**config.mk**
```make
export PLATFORM = sky130hd
export DESIGN_NAME = lab_frame_stats
export DESIGN_NICKNAME = d
export VERILOG_FILES = /design/src/rtl/lab_frame_stats.sv
export SDC_FILE = /design/constraint.sdc
export NUM_CORES = 2
export LEC_CHECK = 0
export BUFFER_PORTS_ARGS = -buffer_cell sky130_fd_sc_hd__buf_2
export CAP_MARGIN = 20
export CORE_UTILIZATION = 40
export CTS_CLUSTER_SIZE = 24
export DETAILED_ROUTE_END_ITERATION = 6
export PLACE_DENSITY_LB_ADDON = 0.3
export RECOVER_POWER = 100
export SYNTH_ARGS = -nofsm -noshare
export SYNTH_HDL_FRONTEND = slang
export SYNTH_SLANG_ARGS = --single-unit
```
**constraint.sdc**
```tcl
create_clock -name i_clk -period 11 [get_ports i_clk]
set_input_delay 2.75 -clock i_clk [delete_from_list [all_inputs] [get_ports i_clk]]
set_output_delay 2.75 -clock i_clk [all_outputs]
set_load 0.03 [all_outputs]
```
**src/rtl/lab_frame_stats.sv**
```systemverilog
// Per-frame mean/variance accumulator for the l, alpha and beta channels (signed 3.13 in).
// Sums and sums-of-squares are gathered over 2^LOG2_N pixels, then one shared squarer finishes each channel.
module lab_frame_stats #(
  parameter int LOG2_N = 16
) (
  input  logic        i_clk,
  input  logic        i_rst_n,
  input  logic        i_start,
  input  logic        i_valid,
  input  logic [15:0] i_l,
  input  logic [15:0] i_a,
  input  logic [15:0] i_b,
  output logic        o_busy,
  output logic        o_done,
  output logic [15:0] o_mean_l,
  output logic [15:0] o_mean_a,
  output logic [15:0] o_mean_b,
  output logic [15:0] o_var_l,
  output logic [15:0] o_var_a,
  output logic [15:0] o_var_b
);

  localparam int SW = 16 + LOG2_N;
  localparam int QW = 31 + LOG2_N;

  typedef enum logic [1:0] {IDLE, ACCUM, CALC, DONE} state_t;

  state_t              state;
  logic [LOG2_N-1:0]   cnt;
  logic [1:0]          k;
  logic [SW-1:0]       sum_l, sum_a, sum_b;
  logic [QW-1:0]       sq_l, sq_a, sq_b;

  logic [15:0]         mean_c;
  logic [30:0]         ex2_c;
  logic signed [31:0]  mean_ext;
  logic [31:0]         mean_sq;
  logic [15:0]         var_c;

  function automatic logic [SW-1:0] sext(input logic [15:0] x);
    return {{LOG2_N{x[15]}}, x};
  endfunction

  // The square of a 3.13 value is a non-negative 6.26 value, at most 2^30.
  function automatic logic [QW-1:0] square(input logic [15:0] x);
    logic signed [31:0] xs;
    xs = {{16{x[15]}}, x};
    return QW'(xs * xs);
  endfunction

  // NOTE: every signal written in always_comb gets a default first, so no latch is inferred.
  always_comb begin
    mean_c = sum_l[SW-1 -: 16];
    ex2_c  = sq_l[QW-1 -: 31];
    case (k)
      2'd1: begin
        mean_c = sum_a[SW-1 -: 16];
        ex2_c  = sq_a[QW-1 -: 31];
      end
      2'd2: begin
        mean_c = sum_b[SW-1 -: 16];
        ex2_c  = sq_b[QW-1 -: 31];
      end
      default: ;
    endcase
  end

  // Top bits of the sum are the floor-divided mean; floor rounding can push ex2 below mean^2.
  assign mean_ext = {{16{mean_c[15]}}, mean_c};
  assign mean_sq  = mean_ext * mean_ext;
  assign var_c    = ({1'b0, ex2_c} < mean_sq) ? 16'h0000
                                              : 16'(({1'b0, ex2_c} - mean_sq) >> 15);

  // NOTE: sequential state uses non-blocking assignments so every register samples pre-edge values.
  always_ff @(posedge i_clk or negedge i_rst_n) begin
    if (!i_rst_n) begin
      state    <= IDLE;
      cnt      <= '0;
      k        <= '0;
      sum_l    <= '0;
      sum_a    <= '0;
      sum_b    <= '0;
      sq_l     <= '0;
      sq_a     <= '0;
      sq_b     <= '0;
      o_busy   <= 1'b0;
      o_done   <= 1'b0;
      o_mean_l <= '0;
      o_mean_a <= '0;
      o_mean_b <= '0;
      o_var_l  <= '0;
      o_var_a  <= '0;
      o_var_b  <= '0;
    end else begin
      o_done <= 1'b0;
      if (i_start) begin
        state  <= ACCUM;
        cnt    <= '0;
        k      <= '0;
        sum_l  <= '0;
        sum_a  <= '0;
        sum_b  <= '0;
        sq_l   <= '0;
        sq_a   <= '0;
        sq_b   <= '0;
        o_busy <= 1'b1;
      end else begin
        case (state)
          ACCUM: begin
            if (i_valid) begin
              sum_l <= sum_l + sext(i_l);
              sum_a <= sum_a + sext(i_a);
              sum_b <= sum_b + sext(i_b);
              sq_l  <= sq_l + square(i_l);
              sq_a  <= sq_a + square(i_a);
              sq_b  <= sq_b + square(i_b);
              cnt   <= cnt + 1'b1;
              if (cnt == '1) state <= CALC;
            end
          end
          CALC: begin
            case (k)
              2'd0: begin
                o_mean_l <= mean_c;
                o_var_l  <= var_c;
              end
              2'd1: begin
                o_mean_a <= mean_c;
                o_var_a  <= var_c;
              end
              default: begin
                o_mean_b <= mean_c;
                o_var_b  <= var_c;
              end
            endcase
            if (k == 2'd2) begin
              k      <= '0;
              state  <= DONE;
              o_busy <= 1'b0;
            end else begin
              k <= k + 2'd1;
            end
          end
          DONE: begin
            o_done <= 1'b1;
            state  <= IDLE;
          end
          default: ;
        endcase
      end
    end
  end

endmodule

```
# [Word level (Yosys, flattened, before mapping)]
# Cells that the tools add are included.
# W data, S select, Z words.
[totals] ff_bits=355 inputBits=52 out_inout_bits=98 word_cells=92
[classes] add_sub_neg=9 multipliers=4 magnitude_cmp=1 eq_ne=9 n_mux=37 n_bitwise=2 n_reduce_logical=13
[op_table] operator="$mux W47" n=9
[op_table] operator="$mux W32" n=9
[op_table] operator="$add A47 B47 Y47" n=3
[op_table] operator="$mul A16 B16 Y32" n=4
[op_table] operator="$add A32 B32 Y32" n=3
[op_table] operator="$mux W16" n=4
[op_table] operator="$pmux W31 S2" n=1
[op_table] operator="$lt A31 B32 Y1" n=1
[op_table] operator="$pmux W16 S2" n=1
[op_table] operator="$sub A31 B31 Y31" n=1
[op_table] operator="$add A16 B1 Y16 const B" n=1
[op_table] operator="$eq A16 B16 Y1 const B" n=1
[op_table] operator="$mux W2" n=7
[op_table] operator="$ne A3 B3 Y1 const B" n=3
[op_table] operator="$reduce_and A3 Y1" n=3
[op_table] operator="$reduce_bool A2 Y1" n=4
[op_table] operator="$eq A2 B2 Y1 const B" n=3
[op_table] operator="$pmux W2 S3" n=1
[op_table] operator="$mux W1" n=5
[op_table] operator="$eq A2 B1 Y1 const B" n=2
[op_table] operator="$reduce_and A2 Y1" n=2
[op_table] operator="$reduce_and A4 Y1" n=1
[op_table] operator="$reduce_bool A4 Y1" n=1
[op_table] operator="$add A2 B1 Y2 const B" n=1
[op_table] operator="other kinds (3)" n=4

# [Logic depth before layout (Yosys ltp)]
[depth] ltp_word=5 mapped_depth=43 mapped_depth_nobuf=40

# [Least setup slack after synthesis]
# OpenSTA, ideal clock, no wires.
[synth_timing] kind="input -> register" from="input port i_l[1]" to="register sq_l[45]" setup_time_ps=94 arrival_time_ps=11064 t_required_ps=10906 setup_slack_ps=-158 cell_stages=33 n_path_buf=2 path_cell_list="clkbuf_1 clkbuf_1 nand2_1 fa_1 fa_1 fa_1 inv_1 fa_1 fa_1 inv_1 fa_1 inv_1 ha_1 o21ai_1 nor2_1 a221oi_1 o211ai_1 a21oi_2 o211ai_1 a21oi_2 o31ai_1 xnor2_1 ha_1 a21oi_1 o21ai_1 a21o_1 a21oi_1 or3b_1 o21ai_2 o21ai_1 a221oi_1 xor2_1 a211oi_1"
[synth_between] elab_chain_cells=5
[synth_rtl] element="start: declaration" line_no="10" source="input logic [15:0] i_l,"
[synth_rtl] element="$mul A16 B16 Y32" line_no="48" source="return QW'(xs * xs);"
[synth_rtl] element="$add A47 B47 Y47" line_no="114" source="sq_l <= sq_l + square(i_l);"
[synth_rtl] element="$mux W47" line_no="110" source="if (i_valid) begin"
[synth_rtl] element="$mux W47" line_no="108" source="case (state)"
[synth_rtl] element="$mux W47" line_no="96" source="if (i_start) begin"
[synth_rtl] element="end signal: assignment" line_no="114"
[synth_rtl] element="end: declaration" line_no="32" source="logic [QW-1:0] sq_l, sq_a, sq_b;"
# No other way between the ends. The select of a mux whose other input is x is not followed.
# A chain may end at the register's enable or synchronous reset.

# [Worst setup path in the final report]
[layout_timing] from="input port i_l[8]" to="register sq_l[45]"
# The elaborated chain is that of the path after synthesis.

==> results_dict.tcl <==
set metrics [dict create \
    reg2reg_from "k[1]" \
    fp-row-count 143 \
    nNetsFinal 9046 \
    cp.arrival_ns 11.06 \
    fmax_mhz 94.3 \
    syn_avg_cell_area_um2 8.70 \
    slowest_stage "fa_1" \
    worstHoldStart "o_mean_l[12]" \
    grt_pass1_wl_um 272000 \
    synth_ff_type "dfrtp_1" \
    hpwl_um 134000 \
    dpl_worst_slack_ns -0.131 \
    synth_top_area_frac 0.303 \
    die_h_um 395 \
    synth.area.top_cells "fa_1, dfrtp_1, ha_1, inv_1, nand2_1" \
    r2r_cells 38 \
    grt_pass1_vias 50600 \
    violations "max-capacitance violations, max-slew violations" \
    drtAntennaViolNets 0 \
    cp_slowest_stage_delay_ns 0.55 \
    path_max_fanout 7 \
    ys_warn_count 0 \
    synth_cell_type_count 89 \
    cts_tree "built" \
    synth-seq-cells 355 \
    whs_endpoint "o_mean_l[12]" \
    place_congestion 0.922 \
    setup_viol_count_final 0 \
    criticalPathCategory "primary input to flop" \
    final.setup_skew_ns 0.0439 \
    ys_async_sr_fraction 1.00 \
    slew_headroom -2.44 \
    syn_nets 8727 \
    cts.clk_slew.worst_paths_ns 0.06 \
    outcome "finished with violations" \
    slew_violations 383 \
    grt_max_degree 157 \
    finalCritPeriodShare 0.964 \
    start_kind "primary input" \
    cts_buffers 47 \
    wl_per_cell_um 17.3 \
    final_cell_mix "inv_1, fa_1, nand2_1" \
    hold_viol_final 0 \
    wirelength_um 164000 \
    cpMostUsedCell "fa_1" \
    coreArea_um2 153000 \
    rsz0062_at_grt "no" \
    regArea_um2 8880 \
    port_buffers 149 \
    die-width_um 395 \
    min_period_ns 10.60 \
    tightest_slew_ns 5.15 \
    netlist_area_um2 61800 \
    timing.max_cap.violations 6 \
    setup_ws_ns 0.396 \
    drc 0 \
    min_path_type "flop to flop" \
    grt-ovfl-total 0 \
    viasPerCell 5.12 \
    ff2ff_setup_slack_ns 0.62 \
    htree_levels 2 \
    cts.sinks 355 \
    ioPinCount 150 \
    crit_required_ns 11.46 \
    start_util 0.405 \
    cts_buffer_depth 3 \
    postSynthCellCount 7112 \
    drive_gt1_frac 0.0708 \
    clk_latency_ns 0.65 \
    cts_root_buffer "clkbuf_16" \
    antenna_found_initial 2 \
    area_growth_syn_to_layout_pct 10.7 \
    cp-end-kind "flop" \
    synth_edf_count 0 \
    num_antenna_cells 0 \
    reg2reg_to "o_var_a[11]" \
    multi_input_area_um2 47100 \
    drt_iter0_markers 2920 \
    grtUsageTotal 0.215 \
    ys_seq_area_frac 0.144 \
    vias 48600 \
    yosys.area.top_type "fa_1" \
    holdPathStages 2 \
    final_common_cell "inv_1" \
    dieArea_um2 156000 \
    first_pass_iters 5 \
    fillerInstances 15000 \
]
-- cells by family (layout without fill, tap and decap cells) --
kind of cell | after synthesis | in the layout | share of synthesized area
AND/OR/NAND/NOR | 1785 | 1785 | 0.129
buffers and inverters | 1584 | 1939 | 0.0962
adder cells (fa/ha/maj) | 1563 | 1563 | 0.430
AO/OA/AOI/OAI | 1414 | 1414 | 0.143
XOR/XNOR | 401 | 401 | 0.0568
flip-flops | 355 | 355 | 0.144
multiplexers | 10 | 10 | 0.00170
-- critical path, delay by kind of cell --
kind | cells | cell delay, ns
AOI/OAI and AO/OA | 15 | 3.19
xor gates and xnor gates | 2 | 0.34
adders and majority gates | 8 | 3.66
and+or+nand+nor | 5 | 0.80
buffers and inverters | 4 | 0.32
-- layout make-up --
cell class	count	share of cell area
sequential	355	0.130
inverter	1360	0.0746
multi-input combinational	5173	0.687
timing repair buffer	494	0.0482
clock buffer	55	0.0183
tap	2030	0.0371
clock inverter	30	0.00477
-- how the worst max path moves through the flow --
stage,to,cells past startpoint,slack (ns),startpoint
floorplan,sq_b[46],34,0.14,i_b[1]
global route,sq_a[45],35,0.01,i_a[1]
global placement,sq_b[46],37,-0.11,i_b[15]
finish,sq_l[45],34,0.40,i_l[8]
CTS,sq_b[46],34,0.46,i_b[15]
detailed placement,sq_b[46],37,-0.13,i_b[15]
-- cell usage after synthesis (25+ instances only) --
cell type / instances
nand3_1: 64
a21o_1: 194
a21oi_1: 470
xnor2_1: 289
o21a_1: 53
nor2_1: 416
nand2b_1: 51
and2_1: 129
o21ai_1: 123
clkbuf_1: 201
inv_1: 1353
dfrtp_1: 355
or3_1: 25
ha_1: 627
nand2_1: 841
and3_1: 44
xor2_1: 112
a31oi_1: 36
a211oi_1: 59
nor2b_1: 50
o21ai_0: 191
o21bai_1: 54
fa_1: 936
a22oi_1: 49
nor3_1: 65
-- layer usage --
layer,global-route usage,vias to the layer above,share of wire
met5,0,-,0.000079
met4,0.0501,2,0.023
met3,0.0201,183,0.046
li1,-,23400,-
met1,0.305,24100,0.46
met2,0.353,1008,0.47
-- stage by stage --
stage	hold slack [ns]	utilization	cells	area (µm²)	TNS, ns
finish	0.480	0.448	9497	68500	0
detailed placement	0.464	0.439	9409	67100	-0.444
CTS	0.479	0.449	9494	68600	0
global placement	0.459	0.439	9409	67100	-0.170
floorplan	0.454	-	7112	61900	0
global route	0.494	0.448	9497	68500	0
-- repair_timing --
action | in CTS | in global routing
gates resized for setup | 0 | 3
setup endpoints to repair | 0 | 3
setup buffers | 0 | 1
hold endpoints to repair | 0 | 0
hold buffers | 0 | 0
-- flip-flops by register name, indices dropped and copies added, names as in the netlist --
name and count:
cnt 16, k 2, o_busy 1, o_done 1, o_mean_a 16, o_mean_b 16, o_mean_l 16, o_var_a 16
o_var_b 16, o_var_l 16, sq_a 47, sq_b 47, sq_l 47, state 2, sum_a 32, sum_b 32
sum_l 32
Power is not shown: default switching activity piles up to over one toggle a cycle in this logic, so the estimate is an artifact.
